===== config.mk =====
export PLATFORM = sky130hd
export DESIGN_NAME = alu_muldiv_flat
export DESIGN_NICKNAME = d
export VERILOG_FILES = /design/src/rtl/alu_muldiv_if.sv /design/src/rtl/alu_muldiv.sv /design/src/flat_wrapper.sv
export SDC_FILE = /design/constraint.sdc
export NUM_CORES = 1
export LEC_CHECK = 0
export ABC_AREA = 1
export CAP_MARGIN = 15
export CORE_MARGIN = 1.5
export CORE_UTILIZATION = 65
export CTS_BUF_LIST = sky130_fd_sc_hd__clkbuf_2 sky130_fd_sc_hd__clkbuf_4 sky130_fd_sc_hd__clkbuf_8
export DETAILED_ROUTE_END_ITERATION = 8
export PLACE_DENSITY = 0.89
export SKIP_CTS_REPAIR_TIMING = 1
export SYNTH_ARGS = -nofsm -noshare
export SYNTH_HDL_FRONTEND = slang
export SYNTH_SLANG_ARGS = --single-unit

===== constraint.sdc =====
create_clock -name clk -period 5.4 [get_ports clk]
set_input_delay 1.08 -clock clk [delete_from_list [all_inputs] [get_ports clk]]
set_output_delay 1.08 -clock clk [all_outputs]
set_load 0.1 [all_outputs]

===== src/rtl/alu_muldiv_if.sv =====
// Issue/result bus between the execute-stage pipeline and the alu_muldiv unit.
interface alu_muldiv_if #(
    parameter int unsigned WIDTH = 32
);
    logic [2:0]       op;
    logic             start;
    logic             flush;
    logic [WIDTH-1:0] a;
    logic [WIDTH-1:0] b;
    logic             busy;
    logic             done;
    logic [WIDTH-1:0] hi;
    logic [WIDTH-1:0] lo;

    modport master (
        output op, start, flush, a, b,
        input  busy, done, hi, lo
    );

    modport slave (
        input  op, start, flush, a, b,
        output busy, done, hi, lo
    );
endinterface


===== src/rtl/alu_muldiv.sv =====
// Multi-cycle MIPS-style MULT/MULTU/DIV/DIVU unit with HI/LO result registers.
// Iterative shift-add multiply and restoring divide, one bit per cycle.
// Optional macro ALU_MULDIV_FAST_MUL_EN: single-cycle multiplier for MULT/MULTU.
module alu_muldiv #(
    parameter int unsigned WIDTH = 32
) (
    input  logic         clk,
    input  logic         nrst,
    alu_muldiv_if.slave  bus
);
    localparam int unsigned W     = WIDTH;
    localparam int unsigned CNT_W = $clog2(WIDTH + 1);

    typedef enum logic [1:0] {
        IDLE,
        RUN,
        FIX
    } state_t;

    state_t             state_q, state_d;
    logic [CNT_W-1:0]   cnt_q, cnt_d;
    logic               busy_q, busy_d;
    logic               done_q, done_d;
    logic [W-1:0]       hi_q, hi_d;
    logic [W-1:0]       lo_q, lo_d;
    logic [W-1:0]       acc_hi_q, acc_hi_d;   // product upper half / partial remainder
    logic [W-1:0]       acc_lo_q, acc_lo_d;   // multiplier bits / dividend-to-quotient
    logic [W-1:0]       opb_q, opb_d;         // multiplicand or divisor magnitude
    logic               is_div_q, is_div_d;
    logic               neg_q, neg_d;         // product/quotient must be negated
    logic               neg_rem_q, neg_rem_d; // remainder takes dividend sign
    logic               div0_q, div0_d;

    logic               signed_op;
    logic               sa, sb;
    logic [W-1:0]       ma, mb;
    logic [W:0]         mul_sum;
    logic [W:0]         div_shift;
    logic [W:0]         div_trial;
    logic [2*W-1:0]     prod;
    logic [2*W-1:0]     prod_fix;
    logic [W-1:0]       quo_fix;
    logic [W-1:0]       rem_fix;

`ifdef ALU_MULDIV_FAST_MUL_EN
    logic signed [W:0]     fast_a, fast_b;
    logic signed [2*W+1:0] fast_p;
`endif

    // Next-state, datapath and registered-output logic
    always_comb begin
        state_d   = state_q;
        cnt_d     = cnt_q;
        done_d    = 1'b0;
        hi_d      = hi_q;
        lo_d      = lo_q;
        acc_hi_d  = acc_hi_q;
        acc_lo_d  = acc_lo_q;
        opb_d     = opb_q;
        is_div_d  = is_div_q;
        neg_d     = neg_q;
        neg_rem_d = neg_rem_q;
        div0_d    = div0_q;

        // Operand magnitudes and sign flags for a new issue (ops 0 and 2 are signed)
        signed_op = ~bus.op[0];
        sa        = signed_op & bus.a[W-1];
        sb        = signed_op & bus.b[W-1];
        ma        = sa ? -bus.a : bus.a;
        mb        = sb ? -bus.b : bus.b;

        // One shift-add step: add multiplicand when the current multiplier bit is set
        mul_sum   = {1'b0, acc_hi_q} + (acc_lo_q[0] ? {1'b0, opb_q} : {(W+1){1'b0}});
        // One restoring-divide step: trial subtract of the divisor
        div_shift = {acc_hi_q, acc_lo_q[W-1]};
        div_trial = div_shift - {1'b0, opb_q};

        // Sign correction applied in FIX
        prod      = {acc_hi_q, acc_lo_q};
        prod_fix  = neg_q ? -prod : prod;
        quo_fix   = neg_q ? -acc_lo_q : acc_lo_q;
        rem_fix   = neg_rem_q ? -acc_hi_q : acc_hi_q;

`ifdef ALU_MULDIV_FAST_MUL_EN
        fast_a    = $signed({sa, bus.a});
        fast_b    = $signed({sb, bus.b});
        fast_p    = fast_a * fast_b;
`endif

        unique case (state_q)
            IDLE: begin
                if (bus.start) begin
                    unique case (bus.op)
                        3'd0, 3'd1, 3'd2, 3'd3: begin
                            is_div_d  = bus.op[1];
                            neg_d     = sa ^ sb;
                            neg_rem_d = sa;
                            div0_d    = (bus.b == '0);
                            acc_hi_d  = '0;
                            acc_lo_d  = bus.op[1] ? ma : mb;
                            opb_d     = bus.op[1] ? mb : ma;
                            cnt_d     = '0;
                            state_d   = RUN;
`ifdef ALU_MULDIV_FAST_MUL_EN
                            // Full signed product registered now; FIX only writes it out
                            if (!bus.op[1]) begin
                                {acc_hi_d, acc_lo_d} = fast_p[2*W-1:0];
                                neg_d                = 1'b0;
                                state_d              = FIX;
                            end
`endif
                        end
                        3'd4:    hi_d = bus.a;
                        3'd5:    lo_d = bus.a;
                        default: ;
                    endcase
                end
            end
            RUN: begin
                if (bus.flush) begin
                    state_d = IDLE;
                end else begin
                    if (is_div_q) begin
                        acc_hi_d = div_trial[W] ? div_shift[W-1:0] : div_trial[W-1:0];
                        acc_lo_d = {acc_lo_q[W-2:0], ~div_trial[W]};
                    end else begin
                        acc_hi_d = mul_sum[W:1];
                        acc_lo_d = {mul_sum[0], acc_lo_q[W-1:1]};
                    end
                    cnt_d = cnt_q + CNT_W'(1);
                    if (cnt_q == CNT_W'(W - 1)) begin
                        state_d = FIX;
                    end
                end
            end
            FIX: begin
                state_d = IDLE;
                if (!bus.flush) begin
                    if (is_div_q) begin
                        hi_d = rem_fix;
                        lo_d = div0_q ? '1 : quo_fix;
                    end else begin
                        hi_d = prod_fix[2*W-1:W];
                        lo_d = prod_fix[W-1:0];
                    end
                    done_d = 1'b1;
                end
            end
            default: state_d = IDLE;
        endcase

        busy_d = (state_d != IDLE);
    end

    // State and datapath registers
    always_ff @(posedge clk or negedge nrst) begin
        if (!nrst) begin
            state_q   <= IDLE;
            cnt_q     <= '0;
            busy_q    <= 1'b0;
            done_q    <= 1'b0;
            hi_q      <= '0;
            lo_q      <= '0;
            acc_hi_q  <= '0;
            acc_lo_q  <= '0;
            opb_q     <= '0;
            is_div_q  <= 1'b0;
            neg_q     <= 1'b0;
            neg_rem_q <= 1'b0;
            div0_q    <= 1'b0;
        end else begin
            state_q   <= state_d;
            cnt_q     <= cnt_d;
            busy_q    <= busy_d;
            done_q    <= done_d;
            hi_q      <= hi_d;
            lo_q      <= lo_d;
            acc_hi_q  <= acc_hi_d;
            acc_lo_q  <= acc_lo_d;
            opb_q     <= opb_d;
            is_div_q  <= is_div_d;
            neg_q     <= neg_d;
            neg_rem_q <= neg_rem_d;
            div0_q    <= div0_d;
        end
    end

    assign bus.busy = busy_q;
    assign bus.done = done_q;
    assign bus.hi   = hi_q;
    assign bus.lo   = lo_q;

endmodule


===== src/flat_wrapper.sv =====
// flat-port wrapper written by rule: the top's interface ports become plain ports
module alu_muldiv_flat 
#(
    parameter int unsigned WIDTH = 32
)
  (clk, nrst, bus_op, bus_start, bus_flush, bus_a, bus_b, bus_busy, bus_done, bus_hi, bus_lo);
  alu_muldiv_if #(.WIDTH(WIDTH)) bus_i ();
  input  logic clk;
  input  logic nrst;
  input wire logic [$bits(bus_i.op)-1:0] bus_op;
  input wire logic [$bits(bus_i.start)-1:0] bus_start;
  input wire logic [$bits(bus_i.flush)-1:0] bus_flush;
  input wire logic [$bits(bus_i.a)-1:0] bus_a;
  input wire logic [$bits(bus_i.b)-1:0] bus_b;
  output wire logic [$bits(bus_i.busy)-1:0] bus_busy;
  output wire logic [$bits(bus_i.done)-1:0] bus_done;
  output wire logic [$bits(bus_i.hi)-1:0] bus_hi;
  output wire logic [$bits(bus_i.lo)-1:0] bus_lo;
  assign bus_i.op = bus_op;
  assign bus_i.start = bus_start;
  assign bus_i.flush = bus_flush;
  assign bus_i.a = bus_a;
  assign bus_i.b = bus_b;
  assign bus_busy = bus_i.busy;
  assign bus_done = bus_i.done;
  assign bus_hi = bus_i.hi;
  assign bus_lo = bus_i.lo;
  alu_muldiv #(.WIDTH(WIDTH)) u_core (.clk(clk), .nrst(nrst), .bus(bus_i));
endmodule

# Word level (Yosys, flattened, before mapping)
# Cells that the tools add are included.
dict set report totals {
  ff_bits 174
  out_inout_bits 66
  word_cells 92
  in_bits 71
}
dict set report classes {
  bitwise 5
  addsub 8
  mux 41
  n_eq_ne 14
  reduce_logical 11
}
# op count
set op_table {}
lappend op_table {{2-to-1 mux 32 bit} 25}
lappend op_table {{case mux 32 bit (2 select lines)} 4}
lappend op_table {{negation 32 bit} 4}
lappend op_table {{2-to-1 mux 64 bit} 1}
lappend op_table {{negation 64 bit} 1}
lappend op_table {{adder 32 x 33 -> 33 bit} 1}
lappend op_table {{subtractor 33 x 32 -> 33 bit} 1}
lappend op_table {{logical NOT 32 bit} 1}
lappend op_table {{2-to-1 mux 6 bit} 3}
lappend op_table {{!= test 2 bit (second input constant)} 6}
lappend op_table {{case mux 6 bit (2 select lines)} 1}
lappend op_table {{AND reduction 4 bit} 3}
lappend op_table {{2-to-1 mux 2 bit} 4}
lappend op_table {{adder 6 x 1 -> 6 bit (second input constant)} 1}
lappend op_table {{== test 3 x 2 -> 1 bit (second input constant)} 2}
lappend op_table {{== test 3 bit (second input constant)} 2}
lappend op_table {{== test 6 x 5 -> 1 bit (second input constant)} 1}
lappend op_table {{nonzero test 2 bit} 3}
lappend op_table {{case mux 2 bit (2 select lines)} 1}
lappend op_table {{OR reduction 4 bit} 1}
lappend op_table {{== test 3 x 1 -> 1 bit (second input constant)} 1}
lappend op_table {{logical NOT 3 bit} 1}
lappend op_table {{AND reduction 3 bit} 1}
lappend op_table {{AND 1 bit} 2}
lappend op_table {{6 further kinds} 8}

# Longest topological paths before layout
dict set report logic_depth {
  word_depth 7
  ltp_mapped 22
  mapped_depth_nobuf 20
}

# Least setup slack after synthesis
# No wires, ideal clock.
dict set report synth_timing {
  path_kind {reg-to-reg}
  startpoint {register u_core.acc_lo_q[0]}
  endpoint {register u_core.acc_hi_q[29]}
  setup_ps 116
  period_less_slack_ps 2546
  arrival_ps 2429
  path_stages_with_launch 22
  t_required_ps 5284
  slack_ps 2854
  path_buffers 2
  path_cell_list {dfrtp_1 -> buf_2 -> buf_1 -> nand2_1 -> inv_1 -> ha_1 -> inv_1 -> fa_1 -> inv_1 -> nand3_1 -> nand3_1 -> nand2_1 -> nand2_1 -> nand2_1 -> nand2_1 -> nand2_1 -> nand3_1 -> nand3_1 -> nand2_1 -> inv_1 -> nand2_1 -> nand2_1}
}
dict set report synth_via {
  elab_chain_cells 5
}
# item line_no
set synth_rtl {}
lappend synth_rtl {{start, declared} alu_muldiv.sv:27} ;# logic [W-1:0] acc_lo_q, acc_lo_d;
lappend synth_rtl {{start signal, assigned} alu_muldiv.sv:179} ;# acc_lo_q <= acc_lo_d;
lappend synth_rtl {{2-to-1 mux 32 bit} alu_muldiv.sv:73} ;# mul_sum = {1'b0, acc_hi_q} + (acc_lo_q[0] ? {1'b0, opb_q} : {(W+1){1'b0}});
lappend synth_rtl {{adder 32 x 33 -> 33 bit} alu_muldiv.sv:73}
lappend synth_rtl {{2-to-1 mux 32 bit} alu_muldiv.sv:123} ;# if (is_div_q) begin
lappend synth_rtl {{2-to-1 mux 32 bit} alu_muldiv.sv:120} ;# if (bus.flush) begin
lappend synth_rtl {{case mux 32 bit (2 select lines)} alu_muldiv.sv:90} ;# unique case (state_q)
lappend synth_rtl {{end signal, assigned} alu_muldiv.sv:178} ;# acc_hi_q <= acc_hi_d;
lappend synth_rtl {{end, declared} alu_muldiv.sv:26} ;# logic [W-1:0] acc_hi_q, acc_hi_d;
# Every way passes these cells. The select of a mux whose other input is x is not followed.
# A chain may end at the register's enable or synchronous reset.

# Worst setup path in the final report
dict set report layout_timing {
  startpoint {register u_core.acc_lo_q[0]}
  endpoint {register u_core.acc_hi_q[21]}
}
# The elaborated chain is that of the path after synthesis.

==> results.md <==
* Row count at 62
* Crit-path most repeated cell: nand2_1
* First-pass GRT wire length at 118.3 mm
* Worst-path clk slew at 110 ps
* Worst min-delay path class: flip-flop to flip-flop
* CP Launch Type: flip-flop
* Largest stage delay, worst path at 960 ps
* Post-synth ARST share at 100.0%
* Vias in the first global route at 21,070
* Failing checks: design-rule violations
* Power per cell area at 548.6 mW/mm²
* Final Cycle Share at 70.17%
* Starting Density at 65.69%
* Final instance area at 0.02078 mm²
* CP arrival at 4170 ps
* CTS tree: done
* Initial antenna violation count at 1
* Max Cap Viol at 0
* Setup-failing EPs final at 0
* Max clock buf depth at 2
* RSZ-0062 raised after global routing: no
* Post-Syn Area at 0.01880 mm²
* CTS H-tree depth at 4
* Synth Net Count at 3,484
* Gr usage total at 51.11%
* Worst slew pin tran at 1056 ps
* Largest net degree at the start of global routing at 94
* Post-Layout Cell Count at 3,809
* Clock root buffer: clkbuf_8
* Routed Antenna Nets at 0
* Worst EP required at 5790 ps
* Top FF cell, synth: dfrtp_1
* Inst Count DP at 3,777
* PortBufs at 136
* Clock network power share at 8.5%
* Outcome: finished, violations left
* Yosys warning count at 0
* Post-Route WL at 77.91 mm
* Synth Register Bits at 174
* Reg power frac at 22.4%
* Register area share after synthesis at 23.16%
* Internal power at 0.004307 W
* Final nets at 3,554
* Antenna diodes at 0
* Detailed-route DRC error count at 36
* Die ar. at 0.02996 mm²
* Combinational group share of total power at 69.0%
* Core ar. at 0.02863 mm²
* Layout overhead on the synthesized area at 10.54%
* VDD IR-drop max at 0.0003729 V
* Leakage at 11.11 nW
* Layout Skew at 20.01 ps
* Post-layout min period at 3789 ps
* Drt via density at 6.231
* GPL Wtd Cong at 1.190
* Max Fclk at 263.9 MHz
* Initial DRC Count at 4,312
* Clock Sinks at 174
* Kind of critical path: flip-flop to flip-flop
* Max-slew violation count at 0
* Boundary Pins at 137
* Switch share at 62.23%
* Slowest CP cell: dfrtp_1
* Number of enable flip-flop cells after synthesis at 0
* CP delay by family, top: simple AND/OR/NAND/NOR gates
* Die Y-Extent at 173.1 µm
* Slew margin rel. at 29.62%
* Crit end category: flip-flop
* Pre-antenna DRT Iters at 9
* Layout cells sized above 1 at 3.182%
* Total number of vias at 23,730
* Die extent in x at 173.1 µm
* CTS buffer count at 17
* Sum Neg Setup Slack at 0 ps
* Post-synth cell types at 48
* Area after DPL at 0.02035 mm²
* Crit path max fanout at 20
* Post-Synthesis Cells at 3,342
* Syn Area/Cell at 5.626 µm²
* Detailed Place HPWL at 61.53 mm
* Worst-path cell chain: buf_4, nand2_1, inv_1, ha_1, inv_1, fa_1, inv_1, nand3_1, nand3_1, nand2_1, nand2_1, nand2_1, nand2_1, nand2_1, nand3_1, nand3_1, nand2_1, inv_1, nand2_1, nand2_1
* P_sw at 0.007096 W
* WL/cell at 20.45 µm
* Core Util, Final at 72.61%
* GR Overflow Total at 0
* Hold Fails Final Rpt at 0
* R2R setup slack at 1610 ps
* Worst-Skew Late Latency at 500 ps
* Worst path bufs/invs at 5
==> metal layers <==
layer  track usage, %  part of all wire (%)
met1            67.56                    36
met5                0                  0.15
met3            20.51                    18
met4            25.62                   6.2
met2            71.98                    40
==> state kept, by name, summed over array words and instances (netlist names) <==
signal,flops
u_core.bus.lo,32
u_core.div0_q,1
u_core.neg_rem_q,1
u_core.opb_q,32
u_core.is_div_q,1
u_core.bus.hi,32
u_core.acc_hi_q,32
u_core.bus.done,1
u_core.state_q,2
u_core.acc_lo_q,32
u_core.neg_q,1
u_core.cnt_q,6
u_core.bus.busy,1
==> power by group through the flow <==
stage | combinational [W] | clock [W] | sequential [W]
6_report | 0.00787 | 0.000973 | 0.00256
5_1_grt | 0.00854 | 0.00101 | 0.00253
4_1_cts | 0.00756 | 0.000961 | 0.00244
3_5_place_dp | 0.00752 | 0 | 0.00246
3_3_place_gp | 0.00737 | 0 | 0.00245
2_1_floorplan | 0.00477 | 0 | 0.00306
==> path summary, 6_finish.rpt <==
path / startpoint / endpoint / cells past startpoint
min in group asynchronous: nrst / u_core.acc_hi_q[28] / 1
hold / removal: u_core.cnt_q[5] / u_core.state_q[1] / 1
hold reg to reg: u_core.cnt_q[5] / u_core.state_q[1] / 1
setup / recovery: u_core.acc_lo_q[0] / u_core.acc_hi_q[21] / 20
max in group asynchronous: nrst / u_core.bus.done / 2
setup reg to reg: u_core.acc_lo_q[0] / u_core.acc_hi_q[21] / 20
==> layout by cell type, fill, tap and decap left out, types with 14 or more instances in the layout <==
cell type / n
inv_1: 497
clkbuf_8: 17
nand2_2: 20
a31oi_1: 22
xor2_1: 46
nand4_1: 42
o21ai_0: 165
ha_1: 69
nand3b_1: 14
o211ai_1: 24
nand2_1: 1076
nor2_1: 426
nor3_1: 36
buf_4: 17
a21oi_1: 194
dfrtp_1: 173
clkdlybuf4s50_1: 135
nand3_1: 327
==> final cells by class <==
| class | instances | area, µm² |
|---|---|---|
| clock buffers | 17 | 234.0 |
| clock inverters | 15 | 201.4 |
| fillers | 2558 | 7840 |
| inverters | 511 | 1918 |
| multi-input cells | 2554 | 12090 |
| flip-flops and latches | 174 | 4355 |
| well taps | 384 | 480.5 |
| repair buffers | 154 | 1510 |
==> logic make-up after synthesis <==
| group | synth area share, % |
|---|---|
| and+or+nand+nor | 43.78 |
| buffers and inverters | 12.61 |
| AOI/OAI and AO/OA | 12.90 |
| DFF | 23.16 |
| adders and majority gates | 4.804 |
| xor gates and xnor gates | 2.748 |
==> synthesized netlist by cell type, types with 3 or more instances <==
cell	count	area share, %
inv_2	10	0.20
or2_2	5	0.17
dfrtp_1	174	23
nor2_1	429	8.6
o211ai_1	24	0.96
buf_1	18	0.36
nand3b_1	14	0.56
inv_1	498	9.9
buf_4	3	0.12
xnor2_1	13	0.61
and2_1	7	0.23
nand3_1	327	8.7
a31oi_1	22	0.73
o221ai_1	13	0.61
nand3_2	7	0.37
a21o_1	5	0.20
o21bai_1	7	0.28
a21oi_1	194	5.2
xor2_1	46	2.1
buf_2	25	0.67
nor4_1	5	0.17
nor2_2	6	0.20
nand2_2	20	0.67
nor3_1	36	0.96
ha_1	69	4.6
o21ai_0	165	4.4
clkbuf_1	55	1.1
nand4_1	42	1.4
nand2_1	1076	21
clkinv_1	3	0.060
a22oi_1	3	0.12
==> per-stage QoR <==
| stage | hold WS, ps | power [W] | setup slack [ps] |
|---|---|---|---|
| 2_1_floorplan | 408.6 | 0.007829 | 2854 |
| 3_3_place_gp | 441.6 | 0.009814 | 1529 |
| 3_5_place_dp | 429.9 | 0.009981 | 1456 |
| 4_1_cts | 441.9 | 0.01096 | 1791 |
| 5_1_grt | 464.5 | 0.01209 | 1410 |
| 6_report | 441.7 | 0.01140 | 1611 |
Power figures use the tool's default switching activity.
